[src/rtl/a_greater_b.sv]
// a_greater_b
//   Registered comparator for the ALU datapath. Computes A - B through an
//   explicit ripple borrow chain on (WIDTH+1)-bit extended operands and
//   registers gt/eq/lt one cycle later.
//
// Parameters
//   WIDTH  : operand and result width, 2..32
//   SIGNED : 1 = two's-complement compare, 0 = unsigned compare
//
// Ports
//   clk        system clock, rising edge
//   rst        synchronous active-high reset
//   A, B       operands
//   in_valid   operand pair valid this cycle
//   C          {WIDTH-1 zeros, A > B}, ready for the ALU result mux
//   eq, lt     registered A == B, A < B
//   out_valid  C/eq/lt belong to an accepted operand pair

// One bit of the subtractor: d = a - b - bIn, bOut = borrow out.
module agbBorrowCell (
    input  logic a,
    input  logic b,
    input  logic bIn,
    output logic d,
    output logic bOut
);
    assign d    = a ^ b ^ bIn;
    assign bOut = (~a & b) | (~(a ^ b) & bIn);
endmodule

module a_greater_b #(
    parameter int WIDTH  = 6,
    parameter bit SIGNED = 1'b1
) (
    input  logic             clk,
    input  logic             rst,
    input  logic [WIDTH-1:0] A,
    input  logic [WIDTH-1:0] B,
    input  logic             in_valid,
    output logic [WIDTH-1:0] C,
    output logic             eq,
    output logic             lt,
    output logic             out_valid
);
    localparam int STAGES = 1;

    logic [WIDTH:0] aExt, bExt, diff;
    logic [WIDTH:0] borrow;
    logic           gtNext, eqNext, ltNext;
    logic           gtQ;
    logic [STAGES:0] vldPipe;

    // The extra top bit makes the difference overflow-free, so its MSB is
    // the true sign of A - B in both signed and unsigned modes.
    assign aExt = {(SIGNED ? A[WIDTH-1] : 1'b0), A};
    assign bExt = {(SIGNED ? B[WIDTH-1] : 1'b0), B};

    assign borrow[0] = 1'b0;

    for (genvar g = 0; g < WIDTH; g++) begin : gBit
        agbBorrowCell uCell (
            .a   (aExt[g]),
            .b   (bExt[g]),
            .bIn (borrow[g]),
            .d   (diff[g]),
            .bOut(borrow[g+1])
        );
    end

    // Sign bit of the difference; its borrow-out is not needed.
    assign diff[WIDTH] = aExt[WIDTH] ^ bExt[WIDTH] ^ borrow[WIDTH];

    assign eqNext = ~|diff;
    assign gtNext = ~eqNext & ~diff[WIDTH];
    assign ltNext = ~gtNext & ~eqNext;

    // Result registers only load on accepted pairs, so garbage on A/B while
    // in_valid is low never reaches the outputs.
    always_ff @(posedge clk) begin
        if (rst) begin
            gtQ <= 1'b0;
            eq  <= 1'b0;
            lt  <= 1'b0;
        end else if (in_valid) begin
            gtQ <= gtNext;
            eq  <= eqNext;
            lt  <= ltNext;
        end
    end

    assign vldPipe[0] = in_valid;

    always_ff @(posedge clk) begin
        if (rst) vldPipe[STAGES:1] <= '0;
        else     vldPipe[STAGES:1] <= vldPipe[STAGES-1:0];
    end

    assign out_valid = vldPipe[STAGES];
    assign C         = {{(WIDTH-1){1'b0}}, gtQ};
endmodule

[config.mk]
export PLATFORM = sky130hd
export DESIGN_NAME = a_greater_b
export DESIGN_NICKNAME = d
export VERILOG_FILES = /design/src/rtl/a_greater_b.sv
export SDC_FILE = /design/constraint.sdc
export NUM_CORES = 1
export LEC_CHECK = 0
export ABC_AREA = 1
export CORE_AREA = 2 2 39 41
export CTS_BUF_LIST = sky130_fd_sc_hd__clkbuf_4
export DETAILED_ROUTE_END_ITERATION = 6
export DIE_AREA = 0 0 41 43
export GPL_TIMING_DRIVEN = 0
export PLACE_DENSITY = 0.75
export SYNTH_ARGS = -nofsm -noshare
export SYNTH_HDL_FRONTEND = slang
export SYNTH_SLANG_ARGS = --single-unit
[constraint.sdc]
create_clock -name clk -period 2.8 [get_ports clk]
set_input_delay 0.28 -clock clk [delete_from_list [all_inputs] [get_ports clk]]
set_output_delay 0.28 -clock clk [all_outputs]
set_load 0.03 [all_outputs]
# --- Yosys cells after proc, flatten, opt, wreduce, memory -nomap -nowiden ---
# Index checks and enable logic that the tools add are counted.
word_totals:
  regBits: 4
  input_bits: 15
  out_inout_bits: 9
  elab_cells: 49
classes:
  bitwise: 43
  n_reduce_logical: 2
ops:
  columns: ["cell", "count"]
  rows:
  - ["$and A1 B1 Y1", 13]
  - ["$not A1 Y1", 13]
  - ["$xor A1 B1 Y1", 12]
  - ["$reduce_or A7 Y1", 1]
  - ["$or A1 B1 Y1", 5]
  - ["$logic_not A1 Y1", 1]

# --- Longest topological paths before layout ---
# Gate-level depths: netlist of the first run.
logic_depth:
  depth_word: 17
  depth_mapped: 13
  mapped_depth_nobuf: 13

# --- Cells and area by module ---
# From an unflattened synthesis of the first run, not the netlist that was laid out.
hier_totals:
  hier_cells: 60
  hier_area_um2: 437.9
modules_own_cells:
  columns: ["module", "instances", "cells_each", "area_per_inst_um2", "seq_area_each_um2"]
  rows:
  - ["a_greater_b", 1, 36, 250.2, 80.1]
  - ["agbBorrowCell", 6, 4, 31.3, 0.0]

# --- Least setup slack after synthesis of the first run ---
# No wires, ideal clock.
synth_path:
  path_type: "in2reg"
  start: "in A[0]"
  end: "reg gtQ"
  setup_time_ns: 0.115
  t_arrival_ns: 2.850
  required_ns: 2.685
  path_slack_ns: -0.165
  stages: 13
  n_path_buf: 0
  path_cell_list: "inv_1 > ha_1 > fa_1 > fa_1 > fa_1 > fa_1 > inv_1 > fa_1 > inv_1 > nand2_1 > nor2_2 > nand2_1 > and2_1"
synth_between:
  elab_chain_cells: 15
  word_cells_on_any_way: 22
  classes_between: "bitwise (21); reduce/logical (1)"
synth_lines:
  columns: ["item", "line_no", "rtl"]
  rows:
  - ["start, declared", "37", "input logic [WIDTH-1:0] A,"]
  - ["$not A1 Y1", "28", "assign bOut = (~a & b) | (~(a ^ b) & bIn);"]
  - ["$and A1 B1 Y1 (2 in a row)", "28", null]
  - ["$or A1 B1 Y1", "28", null]
  - ["$and A1 B1 Y1", "28", null]
  - ["$or A1 B1 Y1", "28", null]
  - ["$and A1 B1 Y1", "28", null]
  - ["$or A1 B1 Y1", "28", null]
  - ["$and A1 B1 Y1", "28", null]
  - ["$or A1 B1 Y1", "28", null]
  - ["$and A1 B1 Y1", "28", null]
  - ["$or A1 B1 Y1", "28", null]
  - ["$xor A1 B1 Y1", "71", "assign diff[WIDTH] = aExt[WIDTH] ^ bExt[WIDTH] ^ borrow[WIDTH];"]
  - ["$reduce_or A7 Y1 / $not A1 Y1 (equally long branches)", "73, 74", null]
  - ["$and A1 B1 Y1 *", "74", "assign gtNext = ~eqNext & ~diff[WIDTH];"]
  - ["end signal, assigned", "85", "gtQ <= gtNext;"]
  - ["end, declared", "50", "logic gtQ;"]
# Mark *: on every way between the ends. The rest lies on a longest branch, timed or not.
# A chain may end at the register's enable or synchronous reset.

# --- Worst setup path after layout of the first run ---
layout_path:
  start: "in B[1]"
  end: "reg gtQ"
layout_between:
  elab_chain_cells: 15
  word_cells_on_any_way: 22
  classes_between: "bitwise (21); reduce/logical (1)"
layout_lines:
  columns: ["item", "line_no", "rtl"]
  rows:
  - ["start, declared", "38", "input logic [WIDTH-1:0] B,"]
  - ["$xor A1 B1 Y1", "27, 28", null]
  - ["$not A1 Y1", "28", null]
  - ["$and A1 B1 Y1", "28", null]
  - ["$or A1 B1 Y1", "28", null]
  - ["$and A1 B1 Y1", "28", null]
  - ["$or A1 B1 Y1", "28", null]
  - ["$and A1 B1 Y1", "28", null]
  - ["$or A1 B1 Y1", "28", null]
  - ["$and A1 B1 Y1", "28", null]
  - ["$or A1 B1 Y1", "28", null]
  - ["$and A1 B1 Y1", "28", null]
  - ["$or A1 B1 Y1", "28", null]
  - ["$xor A1 B1 Y1", "71", null]
  - ["$reduce_or A7 Y1 / $not A1 Y1 (equally long branches)", "73, 74", null]
  - ["$and A1 B1 Y1 *", "74", null]
# Marks and branches as above.

==> impl_metrics.csv, run 1 <==
group,metric,value,unit
status,status,"completed",
grt,grt_use_met1,8.58,%
yosys,synthAdderAreaFrac,35.0,%
clock_tree,htreeDepth,1,
critical_path,crit_arrival,2.80,ns
grt,grt_max_degree,5,
power,combPwrFrac,40.3,%
yosys,ys_seq_area_share,21.1,%
power,switching_power,0.0668,mW
critical_path,crit_path_start_kind,"input port",
grt,grt_first_pass_wirelength,1080,um
power,clkPwrFrac,31.8,%
critical_path,slowest_stage,"fa_1",
clock_tree,numClockSinks,4,
clock_tree,clockBufferDepth,2,
yosys,synth_top_family_by_area,"adder cells",
power,sw_frac_of_total,30.3,%
grt,antenna_found_initial,0,
routing,vias_per_cell,3.68,
yosys,synth-xor-area-share,0,%
power,powerDensity,344,mW/mm^2
floorplanning,core,0.00138,mm^2
critical_path,path_class,"in -> reg",
clock_tree,numCtsBuffers,3,
routing,drt_iter0_markers,3,
routing,wl_per_cell,7.68,um
final_layout,syn2layout_area_growth,69.0,%
clock_tree,root_buffer,"clkbuf_4",
routing,drc,0,
yosys,synthMuxAreaShare,0,%
power,p_seq_share,27.9,%
worst_hold_path,hp-class,"reg -> reg",
final_layout,layout-drive-gt1-share,35.3,%
power,cellLeakagePower,0.297,nW
sta,fmax,373,MHz
power,p_int,0.154,mW
critical_path,path_cells,"dlygate4sd2_1, fa_2, fa_2, fa_2, fa_2, inv_2, fa_1, inv_1, nand2_1, nor2_2, nand2_1, and2_1",
yosys,netlist_area,379,um^2
routing,vias,309,
clock_tree,clkTransAtPathRegs,0.04,ns
critical_path,crit_top_cell,"fa_2",
final_layout,fill_cells,154,
clock_tree,clock_latency,0.23,ns
grt,track_usage,8.50,%
final_layout,final_cell_mix,"14 x clkdlybuf4s50_1, 7 x inv_1, 6 x buf_4, 5 x nand2_1, 5 x conb_1",
critical_path,crit_path_max_fanout,2,
place,gp_congestion,0.609,
routing,dr.pass1.iters,4,
routing,drtAntennaViolNets,0,
yosys,ys_types,13,
sta,grt_setup_unrepaired,"false",
yosys,ys_warn_count,0,
final_layout,nets,92,
grt,grt-ovfl-total,0,
place,post-place-ws,-0.584,ns
sta,period_minus_slack,2.68,ns
yosys,synthSimpleGateAreaFrac,18.5,%
yosys,synthCells,43,
critical_path,cp.required,2.92,ns
sta,finalCritPeriodShare,95.7,%
critical_path,cp_slowest_stage_delay,0.39,ns
yosys,synth_seq_cells,4,
critical_path,crit_path_end_kind,"register",
final_layout,mostFrequentLayoutCell,"clkdlybuf4s50_1",
sta,finalSetupViolCount,0,
grt,grt-busiest-layer,"met2",
yosys,synth_compound_area_share,2.64,%
clock_tree,cts_tree,"done",
grt,use_met3,0,%
sta,maxSlewViolCount,0,
final_layout,diodes,0,
grt,grt_pass1_vias,306,
grt,grt.met2_usage,16.3,%
floorplanning,rows,14,
sta,finalHoldViolations,0,
floorplanning,initial_utilization,27.4,%
place,hpwlAfterDp,593,um
floorplanning,io_pins,24,
yosys,synth_area_per_cell,8.82,um^2
sta,finClkSkew,0,ns
sta,hold_slack,0.465,ns
place,portBuffers,18,
power,ir_drop,0.000124,V
floorplanning,die_x,41,um
floorplanning,die_area,0.00176,mm^2
run,cap_violations,0,
sta,setup_slack,0.121,ns
routing,wirelength,645,um
floorplanning,fp.dieH,43,um
clock_tree,hold_buffers,0,
==> path summary, 6_finish.rpt <==
| check | startpoint | endpoint | slack [ns] | cells after the start |
|---|---|---|---|---|
| hold / removal | eq$_SDFFE_PP0P_ | eq$_SDFFE_PP0P_ | 0.47 | 2 |
| hold reg to reg | eq$_SDFFE_PP0P_ | eq$_SDFFE_PP0P_ | 0.47 | 2 |
| setup / recovery | B[1] | gtQ$_SDFFE_PP0P_ | 0.12 | 12 |
| setup reg to reg | gtQ$_SDFFE_PP0P_ | gtQ$_SDFFE_PP0P_ | 2.11 | 3 |
==> cells by family after synthesis <==
| family | count (synthesis) |
|---|---|
| buffers and inverters | 16 |
| and+or+nand+nor | 13 |
| adders and majority gates | 7 |
| DFF | 4 |
| AOI/OAI and AO/OA | 2 |
| other | 1 |
==> cell usage after synthesis, drive strengths merged <==
library cell | count | area share (%)
a21oi | 2 | 2.6
and2 | 1 | 1.7
buf | 6 | 12
conb | 1 | 0.99
dfxtp | 4 | 21
fa | 6 | 32
ha | 1 | 3.3
inv | 10 | 9.9
nand2 | 7 | 8.3
nor2 | 4 | 5.3
nor3b | 1 | 3.3
==> area by class of cell <==
cell class	count	area [um^2]	area share, %
Sequential cell	4	80.1	12.5
Tap cell	16	20.0	3.13
Multi-Input combinational cell	27	254	39.6
Inverter	10	37.5	5.86
Buffer	6	45.0	7.03
Clock buffer	3	22.5	3.52
Timing Repair Buffer	18	181	28.3
==> sequential cells by signal (all words and copies together), names as in the netlist <==
| register | count |
|---|---|
| out_valid | 1 |
| eq | 1 |
| lt | 1 |
| gtQ | 1 |
==> power by group through the flow <==
stage	Combinational [mW]	Clock, mW	Sequential [mW]
final	0.0890	0.0701	0.0616
after global placement	0.0863	0	0.0625
after floorplan	0.0499	0	0.0664
after global routing	0.0997	0.0775	0.0618
after CTS	0.0914	0.0724	0.0617
after detailed placement	0.0888	0	0.0625
==> metrics by stage <==
stage          power [mW]  cells  utilization [%]  instance area (um^2)  setup TNS (ns)
2_1_floorplan       0.116     47                -                   404               0
5_1_grt             0.239     84             46.3                   641               0
4_1_cts             0.225     84             46.2                   639          -0.138
3_5_place_dp        0.151     81             43.7                   604           -1.46
3_3_place_gp        0.149     81             43.7                   604           -1.29
6_report            0.221     84             46.3                   641               0
==> critical path, delay by kind of cell <==
kind | cells | cell delay (ns)
buffers and inverters | 3 | 0.37
adders and majority gates | 5 | 1.80
and+or+nand+nor | 4 | 0.34
==> layer usage <==
metal | wire [um] | vias up
met5 | 0 | -
met4 | 0 | 0
met3 | 60 | 0
met2 | 370 | 14
met1 | 214 | 136
li1 | - | 159
==> timing repair <==
action | in CTS | in global routing
pin swaps | 10 | 5
gates cloned | 0 | 0
endpoints found under the setup margin | 3 | 2
resized for setup | 14 | 2
buffers inserted | 0 | 0
(Power assumes the default switching activity.)
==> run 2: changes to the inputs <==
CORE_AREA = 3 3 40 42   (was 2 2 39 41)
DIE_AREA = 0 0 43 45   (was 0 0 41 43)
==> impl_metrics.csv, run 2 (synthesis results as in run 1) <==
group,metric,value,unit
status,status,"completed",
floorplanning,die_x,43,um
critical_path,reg2reg_to,"gtQ$_SDFFE_PP0P_",
sta,period_minus_slack,2.66,ns
sta,finalHoldViolations,0,
critical_path,crit_arrival,2.78,ns
final_layout,mostFrequentLayoutCell,"clkdlybuf4s50_1",
routing,vias,297,
worst_hold_path,whs_endpoint,"eq$_SDFFE_PP0P_",
run,cap_violations,0,
place,placedCellCount,80,
routing,drt_iter0_markers,0,
clock_tree,clock_latency,0.23,ns
grt,track_usage,7.28,%
final_layout,layout-drive-gt1-share,35.3,%
sta,setup_slack,0.139,ns
routing,wl_per_cell,7.60,um
grt,grt-busiest-layer,"met2",
final_layout,syn2layout_area_growth,68.6,%
routing,wirelength,631,um
sta,grt_setup_unrepaired,"false",
grt,grt_pass1_vias,294,
place,gp_congestion,0.640,
clock_tree,clockBufferDepth,2,
final_layout,nets,92,
sta,finalSetupViolCount,0,
worst_hold_path,hp-class,"reg -> reg",
routing,vias_per_cell,3.58,
final_layout,diodes,0,
place,place_area,603,um^2
floorplanning,fp.dieH,45,um
grt,grt-ovfl-total,0,
critical_path,crit_path_end_kind,"register",
critical_path,crit_path_max_fanout,2,
critical_path,crit_path_start_kind,"input port",
critical_path,path_class,"in -> reg",
power,powerDensity,345,mW/mm^2
critical_path,r2r-start,"gtQ$_SDFFE_PP0P_",
routing,dr.pass1.iters,1,
floorplanning,io_pins,24,
place,portBuffers,18,
clock_tree,numClockSinks,4,
clock_tree,clkTransAtPathRegs,0.04,ns
grt,use_met3,1.99,%
routing,drc,0,
final_layout,area.sequential,80.1,um^2
sta,fmax,376,MHz
floorplanning,rows,13,
sta,finClkSkew,0,ns
floorplanning,initial_utilization,29.5,%
clock_tree,hold_buffers,0,
clock_tree,postCtsSetupBuffers,0,
critical_path,cp.required,2.92,ns
final_layout,fin_area,639,um^2
routing,drtAntennaViolNets,0,
power,cellLeakagePower,0.297,nW
place,post-place-ws,-0.576,ns
sta,tns,0,ns
sta,finalCritPeriodShare,95.1,%
final_layout,multiInputGateArea,254,um^2
clock_tree,numCtsBuffers,3,
power,ir_drop,0.0000944,V
clock_tree,root_buffer,"clkbuf_4",
clock_tree,cts_tree,"done",
floorplanning,die_area,0.00194,mm^2
worst_hold_path,worstHoldStart,"eq$_SDFFE_PP0P_",
grt,grt_max_degree,5,
critical_path,reg2reg_depth,3,
final_layout,fill_cells,128,
floorplanning,core,0.00128,mm^2
grt,grt_first_pass_wirelength,1080,um
clock_tree,htreeDepth,1,
worst_hold_path,hold_depth,2,
sta,maxSlewViolCount,0,
final_layout,final_cell_mix,"14 x clkdlybuf4s50_1, 7 x inv_1, 6 x buf_4, 5 x nand2_1, 5 x conb_1",
critical_path,r2r_slack,2.12,ns
grt,grt_use_met1,8.80,%
grt,antenna_found_initial,0,
final_layout,final_cells,83,
grt,grt.met2_usage,12.0,%
place,hpwlAfterDp,558,um
## run 2: cell counts in the layout (fill, tap and decap cells not counted)
No cell type changed its count.
## run 2: timing repair
item / CTS / global route
pin swaps: 10 / 4
setup endpoints to repair: 3 / 2
hold endpoints to repair: 0 / 0
resized for setup: 16 / 0
## run 2: cell type report
type | count | area share, %
sequential | 4 | 12.5
inverter | 10 | 5.87
multi-input combinational | 27 | 39.7
tap | 15 | 2.94
timing repair buffer | 18 | 28.4
buffer | 6 | 7.05
clock buffer | 3 | 3.52
## run 2: worst max-delay path by stage
stage / from / endpoint / slack [ns] / cells past startpoint
after floorplan: A[0] / gtQ$_SDFFE_PP0P_ / 0.006 / 13
after global placement: A[0] / gtQ$_SDFFE_PP0P_ / -0.53 / 14
after detailed placement: A[0] / gtQ$_SDFFE_PP0P_ / -0.58 / 14
after CTS: A[0] / gtQ$_SDFFE_PP0P_ / -0.09 / 14
after global routing: A[0] / gtQ$_SDFFE_PP0P_ / 0.007 / 14
final: B[0] / gtQ$_SDFFE_PP0P_ / 0.14 / 13
## run 2: worst max-delay path, cell delays in order
cell	delay [ns]
buf_6	0.10
ha_4	0.15
fa_2	0.35
fa_2	0.34
fa_2	0.34
fa_2	0.36
inv_2	0.07
fa_1	0.41
inv_1	0.07
nand2_1	0.06
nor2_2	0.07
nand2_1	0.06
and2_1	0.13
## run 2: stage by stage
stage | hold slack [ns] | power [mW] | util [%]
2_1_floorplan | 0.349 | 0.116 | -
3_3_place_gp | 0.455 | 0.149 | 46.9
3_5_place_dp | 0.464 | 0.150 | 46.9
4_1_cts | 0.469 | 0.228 | 49.8
5_1_grt | 0.500 | 0.239 | 49.8
6_report | 0.462 | 0.220 | 49.8
## run 2: power by group
part / total (mW) / internal (mW) / leakage [nW] / switching [mW]
clock network: 0.0699 / 0.0479 / 0.0138 / 0.0220
registers: 0.0615 / 0.0603 / 0.0330 / 0.00122
logic: 0.0890 / 0.0458 / 0.250 / 0.0432
total: 0.220 / 0.154 / 0.297 / 0.0664
## run 2: routing by layer
metal | vias to the layer above | routed length [um]
met2 | 13 | 333
met3 | 0 | 70
li1 | 159 | -
met5 | - | 0
met1 | 125 | 227
met4 | 0 | 0
==> run 3: changes to the inputs <==
SLEW_MARGIN = 10   (was not set)
TNS_END_PERCENT = 1   (was not set)
==> impl_metrics.csv, run 3 (synthesis results as in run 1) <==
group,metric,value,unit
place,post-place-ws,-0.576,ns
clock_tree,numCtsBuffers,3,
routing,drt_iter0_markers,0,
sta,finalHoldViolations,0,
power,cellLeakagePower,0.297,nW
routing,vias_per_cell,3.57,
sta,finalCritPeriodShare,95.1,%
floorplanning,io_pins,24,
grt,antenna_found_initial,0,
clock_tree,clkTransAtPathRegs,0.04,ns
clock_tree,numClockSinks,4,
floorplanning,rows,13,
grt,track_usage,7.28,%
clock_tree,clockBufferDepth,2,
sta,finClkSkew,0,ns
status,status,"completed",
sta,grt_setup_unrepaired,"false",
sta,tns,0,ns
clock_tree,clock_latency,0.23,ns
floorplanning,die_area,0.00194,mm^2
final_layout,mostFrequentLayoutCell,"clkdlybuf4s50_1",
critical_path,crit_path_start_kind,"input port",
sta,maxSlewViolCount,0,
critical_path,cp_slowest_stage_delay,0.41,ns
grt,grt-ovfl-total,0,
power,ir_drop,0.0000944,V
final_layout,fill_cells,128,
clock_tree,root_buffer,"clkbuf_4",
routing,wirelength,632,um
final_layout,layout-drive-gt1-share,35.3,%
routing,wl_per_cell,7.61,um
final_layout,final_cells,83,
clock_tree,htreeDepth,1,
place,portBuffers,18,
place,gp_congestion,0.640,
sta,hold_slack,0.467,ns
critical_path,path_buf_inv,3,
place,hpwlAfterDp,558,um
run,cap_violations,0,
final_layout,final_cell_mix,"14 x clkdlybuf4s50_1, 7 x inv_1, 6 x buf_4, 5 x nand2_1, 5 x conb_1",
final_layout,syn2layout_area_growth,68.6,%
critical_path,slowest_stage,"fa_1",
floorplanning,core,0.00128,mm^2
routing,drc,0,
sta,fmax,375,MHz
critical_path,path_cells,"buf_6, ha_4, fa_2, fa_2, fa_2, fa_2, inv_2, fa_1, inv_1, nand2_1, nor2_2, nand2_1, and2_1",
final_layout,fin_area,639,um^2
place,placedCellCount,80,
routing,dr.pass1.iters,1,
final_layout,final_util,49.8,%
routing,drtAntennaViolNets,0,
final_layout,diodes,0,
clock_tree,cts_tree,"done",
grt,grt_max_degree,5,
power,p_total,0.220,mW
grt,grt_first_pass_wirelength,1080,um
clock_tree,hold_buffers,0,
critical_path,path_delay_family,"adder cells",
floorplanning,initial_utilization,29.5,%
sta,period_minus_slack,2.66,ns
critical_path,crit_arrival,2.79,ns
critical_path,crit_path_end_kind,"register",
floorplanning,die_x,43,um
power,powerDensity,345,mW/mm^2
critical_path,path_class,"in -> reg",
critical_path,crit_top_cell,"fa_2",
place,place_area,603,um^2
sta,finalSetupViolCount,0,
final_layout,nets,92,
floorplanning,fp.dieH,45,um
routing,vias,296,
sta,setup_slack,0.137,ns
grt,grt_pass1_vias,294,
critical_path,cp.required,2.92,ns
critical_path,crit_path_max_fanout,2,
worst_hold_path,hp-class,"reg -> reg",
run 3: worst paths after layout:
path | start | end | slack [ns] | cells after the start
worst max-delay path | B[0] | gtQ$_SDFFE_PP0P_ | 0.14 | 13
worst min-delay path | eq$_SDFFE_PP0P_ | eq$_SDFFE_PP0P_ | 0.47 | 2
worst max register to register | gtQ$_SDFFE_PP0P_ | gtQ$_SDFFE_PP0P_ | 2.12 | 3
worst min register to register | eq$_SDFFE_PP0P_ | eq$_SDFFE_PP0P_ | 0.47 | 2
run 3: layout make-up:
class / count / area, um^2 / area share (%)
plain buffers: 6 / 45.0 / 7.05
clock buffers: 3 / 22.5 / 3.52
inverters: 10 / 37.5 / 5.87
multi-input cells: 27 / 254 / 39.7
flip-flops and latches: 4 / 80.1 / 12.5
well taps: 15 / 18.8 / 2.94
repair buffers: 18 / 181 / 28.4
run 3: report_power, final:
part | switching [mW] | leakage (nW) | internal, mW | total, mW
Sequential | 0.00122 | 0.0330 | 0.0603 | 0.0615
Clock | 0.0220 | 0.0138 | 0.0479 | 0.0699
Combinational | 0.0432 | 0.250 | 0.0458 | 0.0890
run 3: worst register-to-register path: stages, from the launching register on:
cell     delay [ns]
dfxtp_1        0.32
nand2_1        0.05
a21oi_1        0.13
and2_1         0.12
run 3: per-layer routing:
layer	track usage (%)	up-vias	part of all wire (%)
li1	-	159	-
met3	1.99	0	11
met2	12.0	13	53
met4	3.61	0	0
met1	8.80	124	36
met5	0	-	0
run 3: what timing repair did:
item | CTS | global route
resized for setup | 16 | 0
pin swaps | 9 | 4
buffers inserted | 0 | 0
gates cloned | 0 | 0
endpoints found under the setup margin | 3 | 2
